## config.mk

```make
export PLATFORM = sky130hd
export DESIGN_NAME = ethermac_recv_b
export DESIGN_NICKNAME = d
export VERILOG_FILES = /design/src/rtl/ethermac_B_pkg.sv /design/src/rtl/ethmac_check_crc_B.sv /design/src/rtl/ethermac_recv_b.sv
export SDC_FILE = /design/constraint.sdc
export NUM_CORES = 1
export LEC_CHECK = 0
export CAP_MARGIN = 10
export CORE_AREA = 4 4 152 154
export DETAILED_ROUTE_END_ITERATION = 10
export DIE_AREA = 0 0 156 158
export SETUP_SLACK_MARGIN = 0.3
export SYNTH_ARGS = -nofsm -noshare
export SYNTH_HDL_FRONTEND = slang
export SYNTH_SLANG_ARGS = --single-unit
```

## constraint.sdc

```tcl
create_clock -name i_clk -period 6 [get_ports i_clk]
set_clock_uncertainty 0.2 [all_clocks]
set_input_delay 0.6 -clock i_clk [delete_from_list [all_inputs] [get_ports i_clk]]
set_output_delay 0.6 -clock i_clk [all_outputs]
set_load 0.05 [all_outputs]
```

## src/rtl/ethermac_B_pkg.sv

```systemverilog
// rtl/ethermac_B_pkg.sv - shared states, constants and CRC step for the B-side MII receiver
package ethermac_B_pkg;

    typedef enum logic [2:0] {
        ST_IDLE     = 3'd0,
        ST_PREAMBLE = 3'd1,
        ST_DATA     = 3'd2,
        ST_CHECK    = 3'd3,
        ST_DROP     = 3'd4
    } rx_state_e;

    localparam logic [3:0]  PREAMBLE_NIB  = 4'b0101;
    localparam logic [3:0]  SFD_NIB       = 4'b1101;
    localparam logic [31:0] CRC_INIT      = 32'hFFFFFFFF;
    localparam logic [31:0] CRC_RESIDUE   = 32'hC704DD7B;
    localparam logic [31:0] CRC_POLY      = 32'h04C11DB7;
    localparam logic [9:0]  PORT_WORD_IDX = 10'd8;
    localparam logic [3:0]  MIN_PREAMBLE  = 4'd7;

    // One nibble of CRC-32; wire bit 0 goes in first, register kept in
    // MSB-first form so a good frame lands on the familiar C704DD7B residue.
    function automatic logic [31:0] crc32_nibble(input logic [31:0] crc, input logic [3:0] nib);
        logic [31:0] c;
        c = crc;
        for (int i = 0; i < 4; i++) begin
            if (c[31] ^ nib[i]) begin
                c = {c[30:0], 1'b0} ^ CRC_POLY;
            end else begin
                c = {c[30:0], 1'b0};
            end
        end
        return c;
    endfunction

endpackage

```

## src/rtl/ethmac_check_crc_B.sv

```systemverilog
// rtl/ethmac_check_crc_B.sv - nibble-serial CRC-32 accumulator for received frames
module ethmac_check_crc_B
    import ethermac_B_pkg::*;
(
    input  logic        i_clk,
    input  logic        i_rst,
    input  logic        i_crc_reset,
    input  logic        i_crc_enable,
    input  logic [3:0]  i_data,
    output logic [31:0] o_crc
);

    logic [31:0] crc_q;
    logic [31:0] crc_d;

    // Restart on frame start, otherwise fold in each enabled nibble.
    always_comb begin
        crc_d = crc_q;
        if (i_crc_reset) begin
            crc_d = CRC_INIT;
        end else if (i_crc_enable) begin
            crc_d = crc32_nibble(crc_q, i_data);
        end
    end

    // CRC register.
    always_ff @(posedge i_clk or posedge i_rst) begin
        if (i_rst) begin
            crc_q <= CRC_INIT;
        end else begin
            crc_q <= crc_d;
        end
    end

    assign o_crc = crc_q;

endmodule

```

## src/rtl/ethermac_recv_b.sv

```systemverilog
// rtl/ethermac_recv_b.sv - MII receive MAC: preamble/SFD lock, word assembly, RAM writes, frame status
module ethermac_recv_b
    import ethermac_B_pkg::*;
#(
    parameter logic [15:0] PKG_MAX_LENGTH = 16'd757
) (
    input  logic        i_clk,
    input  logic        i_rst,
    input  logic        i_ErxDv,
    input  logic        i_ErxEr,
    input  logic [3:0]  i_data,
    output logic        o_ram_wren,
    output logic [9:0]  o_ram_addr,
    output logic [15:0] o_ram_data,
    output logic [9:0]  o_length,
    output logic        o_recvDn,
    output logic        o_crc_err,
    output logic        o_len_err,
    output logic [1:0]  o_port_id,
    output logic        o_recvIdl
);

    // Payload plus the two FCS words; the write index saturates here.
    localparam logic [9:0] WORD_LIMIT = 10'(PKG_MAX_LENGTH + 16'd2);

    rx_state_e   state_q,   state_d;
    logic        dv_dly_q;
    logic [3:0]  pre_cnt_q, pre_cnt_d;
    logic [1:0]  phase_q,   phase_d;
    logic [9:0]  idx_q,     idx_d;
    // Pending word bits: [11:4] hold word[15:8], [3:0] hold word[3:0].
    logic [11:0] part_q,    part_d;
    logic        sticky_q,  sticky_d;
    logic        overrun_q, overrun_d;
    logic [1:0]  port_q,    port_d;
    logic        wren_q,    wren_d;
    logic [9:0]  addr_q,    addr_d;
    logic [15:0] data_q,    data_d;
    logic [9:0]  length_q,  length_d;
    logic        crc_err_q, crc_err_d;
    logic        len_err_q, len_err_d;
    logic [1:0]  port_id_q, port_id_d;
    logic        dn_q,      dn_d;
    logic        idl_q,     idl_d;

    logic        crc_reset;
    logic        crc_enable;
    logic [31:0] crc_val;

    ethmac_check_crc_B u_crc (
        .i_clk        (i_clk),
        .i_rst        (i_rst),
        .i_crc_reset  (crc_reset),
        .i_crc_enable (crc_enable),
        .i_data       (i_data),
        .o_crc        (crc_val)
    );

    // Next-state logic: framing, nibble packing, write issue and end-of-frame report.
    always_comb begin
        state_d    = state_q;
        pre_cnt_d  = pre_cnt_q;
        phase_d    = phase_q;
        idx_d      = idx_q;
        part_d     = part_q;
        sticky_d   = sticky_q;
        overrun_d  = overrun_q;
        port_d     = port_q;
        wren_d     = 1'b0;
        addr_d     = addr_q;
        data_d     = data_q;
        length_d   = length_q;
        crc_err_d  = crc_err_q;
        len_err_d  = len_err_q;
        port_id_d  = port_id_q;
        dn_d       = 1'b0;
        crc_reset  = 1'b0;
        crc_enable = 1'b0;

        case (state_q)
            ST_IDLE: begin
                if (i_ErxDv) begin
                    if (!dv_dly_q && i_data == PREAMBLE_NIB) begin
                        state_d   = ST_PREAMBLE;
                        pre_cnt_d = 4'd1;
                    end else begin
                        state_d = ST_DROP;
                    end
                end
            end
            ST_PREAMBLE: begin
                if (!i_ErxDv) begin
                    state_d = ST_IDLE;
                end else if (i_data == PREAMBLE_NIB) begin
                    if (pre_cnt_q != 4'd15) begin
                        pre_cnt_d = pre_cnt_q + 4'd1;
                    end
                end else if (i_data == SFD_NIB && pre_cnt_q >= MIN_PREAMBLE) begin
                    state_d   = ST_DATA;
                    crc_reset = 1'b1;
                    idx_d     = 10'd0;
                    phase_d   = 2'd0;
                    sticky_d  = 1'b0;
                    overrun_d = 1'b0;
                    port_d    = 2'd0;
                end else begin
                    state_d = ST_DROP;
                end
            end
            ST_DATA: begin
                if (i_ErxEr) begin
                    sticky_d = 1'b1;
                end
                if (!i_ErxDv) begin
                    state_d = ST_CHECK;
                end else begin
                    crc_enable = 1'b1;
                    phase_d    = phase_q + 2'd1;
                    case (phase_q)
                        2'd0: part_d[7:4]  = i_data;
                        2'd1: part_d[11:8] = i_data;
                        2'd2: part_d[3:0]  = i_data;
                        default: begin
                            if (idx_q == WORD_LIMIT) begin
                                overrun_d = 1'b1;
                            end else begin
                                wren_d = 1'b1;
                                addr_d = idx_q;
                                data_d = {part_q[11:4], i_data, part_q[3:0]};
                                idx_d  = idx_q + 10'd1;
                                if (idx_q == PORT_WORD_IDX) begin
                                    port_d = i_data[1:0];
                                end
                            end
                        end
                    endcase
                end
            end
            ST_CHECK: begin
                state_d   = ST_IDLE;
                dn_d      = 1'b1;
                crc_err_d = (crc_val != CRC_RESIDUE) | sticky_q;
                len_err_d = (phase_q != 2'd0) | (idx_q < 10'd3) | overrun_q;
                length_d  = (idx_q >= 10'd2) ? (idx_q - 10'd2) : 10'd0;
                port_id_d = (idx_q > PORT_WORD_IDX) ? port_q : 2'd0;
            end
            ST_DROP: begin
                if (!i_ErxDv) begin
                    state_d = ST_IDLE;
                end
            end
            default: begin
                state_d = ST_IDLE;
            end
        endcase

        idl_d = (state_d == ST_IDLE);
    end

    // FSM and registered outputs; dv_dly resets high so an in-flight frame is dropped.
    always_ff @(posedge i_clk or posedge i_rst) begin
        if (i_rst) begin
            state_q   <= ST_IDLE;
            dv_dly_q  <= 1'b1;
            pre_cnt_q <= 4'd0;
            phase_q   <= 2'd0;
            idx_q     <= 10'd0;
            part_q    <= 12'd0;
            sticky_q  <= 1'b0;
            overrun_q <= 1'b0;
            port_q    <= 2'd0;
            wren_q    <= 1'b0;
            addr_q    <= 10'd0;
            data_q    <= 16'd0;
            length_q  <= 10'd0;
            crc_err_q <= 1'b0;
            len_err_q <= 1'b0;
            port_id_q <= 2'd0;
            dn_q      <= 1'b0;
            idl_q     <= 1'b1;
        end else begin
            state_q   <= state_d;
            dv_dly_q  <= i_ErxDv;
            pre_cnt_q <= pre_cnt_d;
            phase_q   <= phase_d;
            idx_q     <= idx_d;
            part_q    <= part_d;
            sticky_q  <= sticky_d;
            overrun_q <= overrun_d;
            port_q    <= port_d;
            wren_q    <= wren_d;
            addr_q    <= addr_d;
            data_q    <= data_d;
            length_q  <= length_d;
            crc_err_q <= crc_err_d;
            len_err_q <= len_err_d;
            port_id_q <= port_id_d;
            dn_q      <= dn_d;
            idl_q     <= idl_d;
        end
    end

    assign o_ram_wren = wren_q;
    assign o_ram_addr = addr_q;
    assign o_ram_data = data_q;
    assign o_length   = length_q;
    assign o_recvDn   = dn_q;
    assign o_crc_err  = crc_err_q;
    assign o_len_err  = len_err_q;
    assign o_port_id  = port_id_q;
    assign o_recvIdl  = idl_q;

endmodule

```

==> summary.md <==
| Metric | Value |
|---|---|
| Status | finished clean |
| Diode count | 0 |
| Peak VDD IR | 0.136 mV |
| Final slew viol count | 0 |
| Most used cell, CP | buf_4 |
| Leak | 2.66 nW |
| Buf/Inv on CP | 3 |
| First-pass GRT wire length | 19,100 um |
| RSZ-0062 raised after global routing | false |
| Final worst slack | 2.73 ns |
| Largest family of logic cells by synthesized area | simple AND/OR/NAND/NOR gates |
| Mapped Area | 5350 um2 |
| Sw Ratio | 22.5% |
| F_max | 306 MHz |
| Slowest stage delay, CP | 0.67 ns |
| Crit-path cells | clkdlybuf4s50_1, and4bb_1, buf_4, o311a_1, buf_4, mux2_2 |
| Flop pwr share | 52.0% |
| Vias per inst | 4.32 |
| Crit end category | register |
| Full die area | 24,600 um2 |
| Final TNS setup | 0 ns |
| Most used flip-flop cell after synthesis | dfrtp_1 |
| EDFF count, synth | 0 |
| DR DRC count | 0 |
| Via Count | 3,380 |
| GRT Resource Usage Total | 9.77% |
| Cell Count, Final, Fillers Out | 782 |
| TritonCTS clock tree | done |
| Cell internal pwr | 1.13 mW |
| Largest net degree at the start of global routing | 67 |
| Clock Tree Buf Depth | 2 |
| Clock transition at path regs | 0.07 ns |
| Fraction of the yosys area taken by sequential cells | 52.7% |
| Post-cts sizing count | 0 |
| Max FO, Critical Path | 34 |
| Port Buffers | 50 |
| DR pass1 iterations | 4 |
| Rows | 54 |
| Post-synthesis compound-gate area fraction | 10.8% |
| Synthesized netlist cell count | 454 |
| Placer Congestion | 0.772 |
| IO Pins | 51 |
| XOR/XNOR Fraction of Synth Area | 10.3% |
| Post-CTS Setup Repair Bufs | 0 |
| Die Y | 158 um |
| Slew @ Worst Pin | 0.973 ns |
| Die width | 156 um |
| Yosys cell types | 62 |
| WP data arrival | 3.30 ns |
| Synth Net Count | 472 |
| Crit path time final | 3.27 ns |
| Worst slew margin | 34.9% |
| CTS H-tree depth | 3 |
| Mean Syn Cell Area | 11.8 um2 |
| Final Cycle Share | 54.4% |
| Adder and majority cell fraction of the synthesized area | 2.34% |
| Layout area overhead | 20.2% |
| Initial Utilization | 24.7% |
| Core Area | 21,700 um2 |
| Type of the worst min-delay path | reg -> reg |
| DPL Wire Length | 8090 um |
| Routed length per instance | 14.9 um |
| Gate power share | 4.8% |
| Clock power frac | 43.3% |
| Cts bufs inserted | 9 |
| CP max-delay cell | clkdlybuf4s50_1 |
| #FFs+latches synth | 111 |
| YS warnings | 0 |
| Nets | 515 |
| Grt total ovfl | 0 |
| Initial antenna violation count | 0 |
| Endpoints failing hold | 0 |
| Cell Pwr Density | 226 nW/um2 |
| Max Cap Viol | 0 |
| WS Path Type | in -> reg |
| Clk sink count | 111 |
| CP top delay family | buffers and inverters |
| Mux share of post-synthesis cell area | 8.00% |
| Total power | 1.45 mW |
| Critical Path Source Type | input pin |
| Initial DRC count | 157 |
| Setup-failing EPs final | 0 |
| Post-CTS Hold Buffers | 0 |
| Clock Tree Root | clkbuf_16 |
| Number of global-route vias before repair | 3,488 |
| Place WS | 2.34 ns |
| Final ANT Viol Nets | 0 |
| Worst skew pair latency | 0.36 ns |
| Wirelength, routed | 11,600 um |
| Layout cell share with drive strength beyond 1 | 23.3% |
| Synth async-reset ratio | 100% |
| Simple-gate share of the synthesized area | 12.5% |
| Sw Pwr | 0.327 mW |
| Critical path required time | 6.04 ns |
| DP Cell Count | 766 |
-- placed cells by master (no fill, tap or decap), types with 3 or more instances in the layout --
cell type,instances
nor2b_1,4
a21oi_1,34
xnor2_4,3
o21ai_0,23
nor2_1,41
xnor2_1,26
o22a_1,6
mux2_2,38
dfstp_2,34
a21o_1,3
nand4_1,8
clkdlybuf4s50_1,50
nor4_1,3
xor2_1,14
nand2b_1,3
buf_4,5
a211oi_1,3
ha_1,10
nand2_1,30
inv_1,11
nor3_1,3
nand3_1,9
clkbuf_16,9
nand3b_1,3
dfrtp_1,77
-- stage by stage --
step                utilization, %  instance area [um2]  hold slack, ns
floorplan                        -                 5350           0.254
global placement              28.2                 6110           0.249
detailed placement            28.2                 6110           0.255
CTS                           29.6                 6430           0.272
global route                  29.6                 6430           0.299
finish                        29.6                 6430           0.265
-- path summary, 6_finish.rpt --
kind | slack [ns] | end | cells after the start | from
min reg2reg | 0.26 | o_port_id[0] | 2 | o_port_id[0]
max in group asynchronous | 3.94 | idx_q[6] | 3 | i_rst
min | 0.26 | o_port_id[0] | 2 | o_port_id[0]
max reg2reg | 3.08 | o_ram_data[5] | 5 | state_q[2]
max | 2.73 | o_ram_data[5] | 6 | i_ErxDv
min in group asynchronous | 0.57 | part_q[8] | 2 | i_rst
-- worst reg2reg max path: cells and delay by family, from the launching register on --
| kind | cells | cell delay, ns |
|---|---|---|
| muxes | 1 | 0.37 |
| DFF | 1 | 0.50 |
| AOI/OAI and AO/OA | 1 | 0.66 |
| and+or+nand+nor | 1 | 0.33 |
| buffers and inverters | 2 | 0.74 |
-- per-layer routing --
layer | global-route usage, % | wire (um)
met1 | 14.1 | 6020
met2 | 14.4 | 5060
met3 | 1.48 | 310
met4 | 4.63 | 236
met5 | 0 | 0
-- logic make-up (layout without fill, tap and decap cells) --
| kind of cell | after synthesis | after routing |
|---|---|---|
| simple gates | 125 | 125 |
| flops | 111 | 111 |
| compound gates | 86 | 86 |
| xor+xnor | 49 | 49 |
| mux | 38 | 38 |
| buf+inv | 35 | 83 |
| fa+ha+maj | 10 | 10 |
-- synth_stat cells, drive strengths merged (3+ instances only) --
cell	count	area [um2]
o21ai	24	120
o22a	6	52.6
xor2	18	210
nand2	30	113
mux2	38	428
dfrtp	77	1930
clkbuf	6	22.5
nand4	9	62.6
inv	12	45.0
buf	17	105
xnor2	31	343
nor3	4	31.3
nor2	41	154
nor4	3	18.8
dfstp	34	893
nand3	9	45.0
a21o	3	22.5
a21oi	34	170
ha	10	125
or2	3	18.8
a41oi	3	45.1
nor2b	4	25.0
nand3b	3	22.5
a211oi	3	22.5
nand2b	4	32.5
-- state kept, by name, summed over array words and instances, names as in the netlist, 2 cells and up --
signal	flops
o_port_id	2
idx_q	10
u_crc.o_crc	32
state_q	3
o_ram_data	16
phase_q	2
o_length	10
port_q	2
part_q	12
pre_cnt_q	4
o_ram_addr	10
-- power groups by stage --
stage | Combinational (mW) | Sequential, mW | Clock, mW
floorplan | 0.0491 | 0.769 | 0
global placement | 0.0718 | 0.769 | 0
detailed placement | 0.0716 | 0.769 | 0
CTS | 0.0719 | 0.755 | 0.652
global route | 0.0778 | 0.755 | 0.682
finish | 0.0692 | 0.755 | 0.629
-- area by class of cell --
type	count	area [um2]
inverter	12	47.5
tap	280	350
clock inverter	5	63.8
multi-input combinational	308	2350
clock buffer	11	253
sequential	111	2820
timing repair buffer	55	538
fill	2184	15300
No activity file was read; power rests on OpenSTA's default activity.
==> patch (same flow settings) <==
Make the reset (`i_rst`) synchronous in 2 clocked blocks.
--- a/src/rtl/ethmac_check_crc_B.sv
+++ b/src/rtl/ethmac_check_crc_B.sv
@@ -24,7 +24,7 @@
     end
 
     // CRC register.
-    always_ff @(posedge i_clk or posedge i_rst) begin
+    always_ff @(posedge i_clk) begin
         if (i_rst) begin
             crc_q <= CRC_INIT;
         end else begin
--- a/src/rtl/ethermac_recv_b.sv
+++ b/src/rtl/ethermac_recv_b.sv
@@ -158,7 +158,7 @@
     end
 
     // FSM and registered outputs; dv_dly resets high so an in-flight frame is dropped.
-    always_ff @(posedge i_clk or posedge i_rst) begin
+    always_ff @(posedge i_clk) begin
         if (i_rst) begin
             state_q   <= ST_IDLE;
             dv_dly_q  <= 1'b1;
Behaviour: differs if i_rst is asserted again (counterexample within 4 cycles, from zero or initial values and one cycle with i_rst high); with i_rst held inactive, the same outputs for 10 cycles.
==> patch against the unedited design <==
- area after synthesis down 2.3%
- sequential power down 2%
- register-to-register slack better by 0.49 ns
- maximum frequency up 14%
- utilization down 1.3 points
- total power down 5.8%
- first-iteration DRC count up 110%
- sequential share of layout area down 7.8 points
- design area down 4.2%
- critical path depth down 1
- sequential cell count unchanged
- worst setup slack better by 0.39 ns
- synthesized cell count up 32%
- wire length up 12%
- largest cell class is now multi-input gates
==> patch: results (changes against the unedited design) <==
| Metric | Value |
|---|---|
| Status | finished clean |
| # nets final | 635 (+23%) |
| Placed insts | 886 (+16%) |
| Filler instances | 2288 (+4.8%) |
| Crit path capture | port_q[0]$_SDFFE_PP0P_ |
| Mux share of post-synthesis cell area | 0.00383 (-0.0762) |
| Worst-path clk slew | 0.07 ns (about the same) |
| Slowest stage delay, CP | 0.87 ns (+0.20 ns) |
| Static leakage | 0.00210 uW (-21%) |
| Compound-cell area share of the yosys netlist | 0.172 (+0.0636) |
| Worst VDD drop | 0.000127 V (-7.0%) |
| Vias in the first global route | 3964 (+14%) |
| Final GP Congestion | 0.772 (about the same) |
| Slowest cell on crit path | clkdlybuf4s50_1 |
| Initial antenna violation count | 0 (unchanged) |
| Post-Synth Adder-Cell Area | 0.0259 (+0.00247) |
| Non-Filler Instances | 901 (+15%) |
| R2r endpoint | idx_q[3]$_SDFFE_PP0P_ |
| XOR/XNOR share of the synthesized area | 0.0987 (-0.00476) |
| Worst-Skew Late Latency | roughly 0.35 ns |
| First-pass GRT wire length | 21000 um (+10%) |
| DPL Wire Length | 8890 um (+9.8%) |
| Yosys cell types | 64 (+3.2%) |
| Synth cell count leaders | 111 x dfxtp_1, 69 x nand2_1, 66 x a21oi_1 |
| Sequential cell area fraction in the yosys report | 0.425 (-0.102) |
| Syn Area/Cell | 8.74 um^2 (-26%) |
| Worst Hold Path Cells | 2 (unchanged) |
| Primary FF master, synth | dfxtp_1 |
| Ys async rst share | 0 (-1.00) |
| Max_slew headroom | 0.445 (+0.0967) |
| Sw frac | 0.234 (+0.00905) |
| WP data arrival | 2.92 ns (-0.38 ns) |
| Reg2Reg Launch Point | state_q[0]$_SDFF_PP0_ |
| Ranking of synthesized cells by area | dfxtp_1 43%, a21oi_1 6.3%, nand2_1 5.0% |
| CTS root buf | clkbuf_16 |
| Worst setup startpoint | i_data[0] |
| Syn nets | 616 (+31%) |
| Total track usage | 0.105 (+0.00743) |
| DR vias/cell | 4.69 (+8.6%) |
| Worst-path maximum fanout | 25 (-26%) |
| R2R Setup Slk | 3.57 ns (+0.49 ns) |
| Initial drt markers | 322 (+110%) |
| Largest net degree at the start of global routing | 66 (-1.5%) |
| I/O Buffers | 50 (unchanged) |
| Wire per inst | 14.5 um (-2.6%) |
| Hold crit path type | flip-flop to flip-flop |
| Ratio of cells with drive above 1 in the final layout | 0.0676 (-0.165) |
-- patch: changes by cell type after synthesis, moves of 7 or more --
cell      change
dfxtp_1     +111
dfrtp_1      -77
nand3_1      +40
nand2_1      +39
mux2_2       -38
dfstp_2      -34
a21oi_1      +32
o21ai_0      +25
nor2_1       -19
clkbuf_1     +16
o211ai_1     +12
nor3_1        +7
o21ai_1       +7
-- patch: logic make-up after synthesis --
group                    count (synthesis)
AND/OR/NAND/NOR                        213
AO/OA/AOI/OAI                          158
flip-flops                             111
buffers and inverters                   56
XOR/XNOR                                47
adder cells (fa/ha/maj)                 11
multiplexers                             2
-- patch: layer usage --
metal,global-route usage,up-vias,part of all wire,routed length (um)
met2,0.173,78,0.48,6330
met4,0.0242,0,0.0032,42
li1,-,2154,-,-
met3,0.0246,4,0.044,575
met5,0,-,0,0
met1,0.140,1993,0.47,6110
-- patch: cell type report --
cell class,count,share of cell area
clock buffer,10,0.0372
clock inverter,5,0.00691
inverter,9,0.00549
multi-input combinational,431,0.446
sequential,111,0.361
tap,280,0.0569
timing repair buffer,55,0.0866
-- patch: worst min-delay path by stage --
stage,startpoint,endpoint,slack (ns)
finish,o_length[9]$_SDFFE_PP0P_,o_length[9]$_SDFFE_PP0P_,0.26
floorplan,sticky_q$_SDFFE_PP0P_,sticky_q$_SDFFE_PP0P_,0.23
detailed placement,o_length[9]$_SDFFE_PP0P_,o_length[9]$_SDFFE_PP0P_,0.24
global placement,o_length[9]$_SDFFE_PP0P_,o_length[9]$_SDFFE_PP0P_,0.24
CTS,part_q[6]$_SDFFE_PP0P_,part_q[6]$_SDFFE_PP0P_,0.26
global route,o_length[8]$_SDFFE_PP0P_,o_length[8]$_SDFFE_PP0P_,0.27
-- patch: power groups by stage --
stage	registers (uW)	clock network, uW	logic (uW)
floorplan	757	0	50.8
global placement	757	0	67.9
detailed placement	757	0	67.9
CTS	739	580	68.3
global route	739	609	72.8
finish	739	562	67.6
-- patch: metrics by stage --
step | instance area, um^2 | setup WS (ns)
6_report | 6150 | 3.13
5_1_grt | 6150 | 3.03
3_3_place_gp | 5880 | 2.84
3_5_place_dp | 5880 | 2.80
2_1_floorplan | 5220 | 3.91
4_1_cts | 6150 | 3.17
-- patch: critical path, delay by kind of cell --
kind                   cells  cell delay (ns)
buffers and inverters      1             0.87
and+or+nand+nor            1             0.37
AOI/OAI and AO/OA          3             1.07
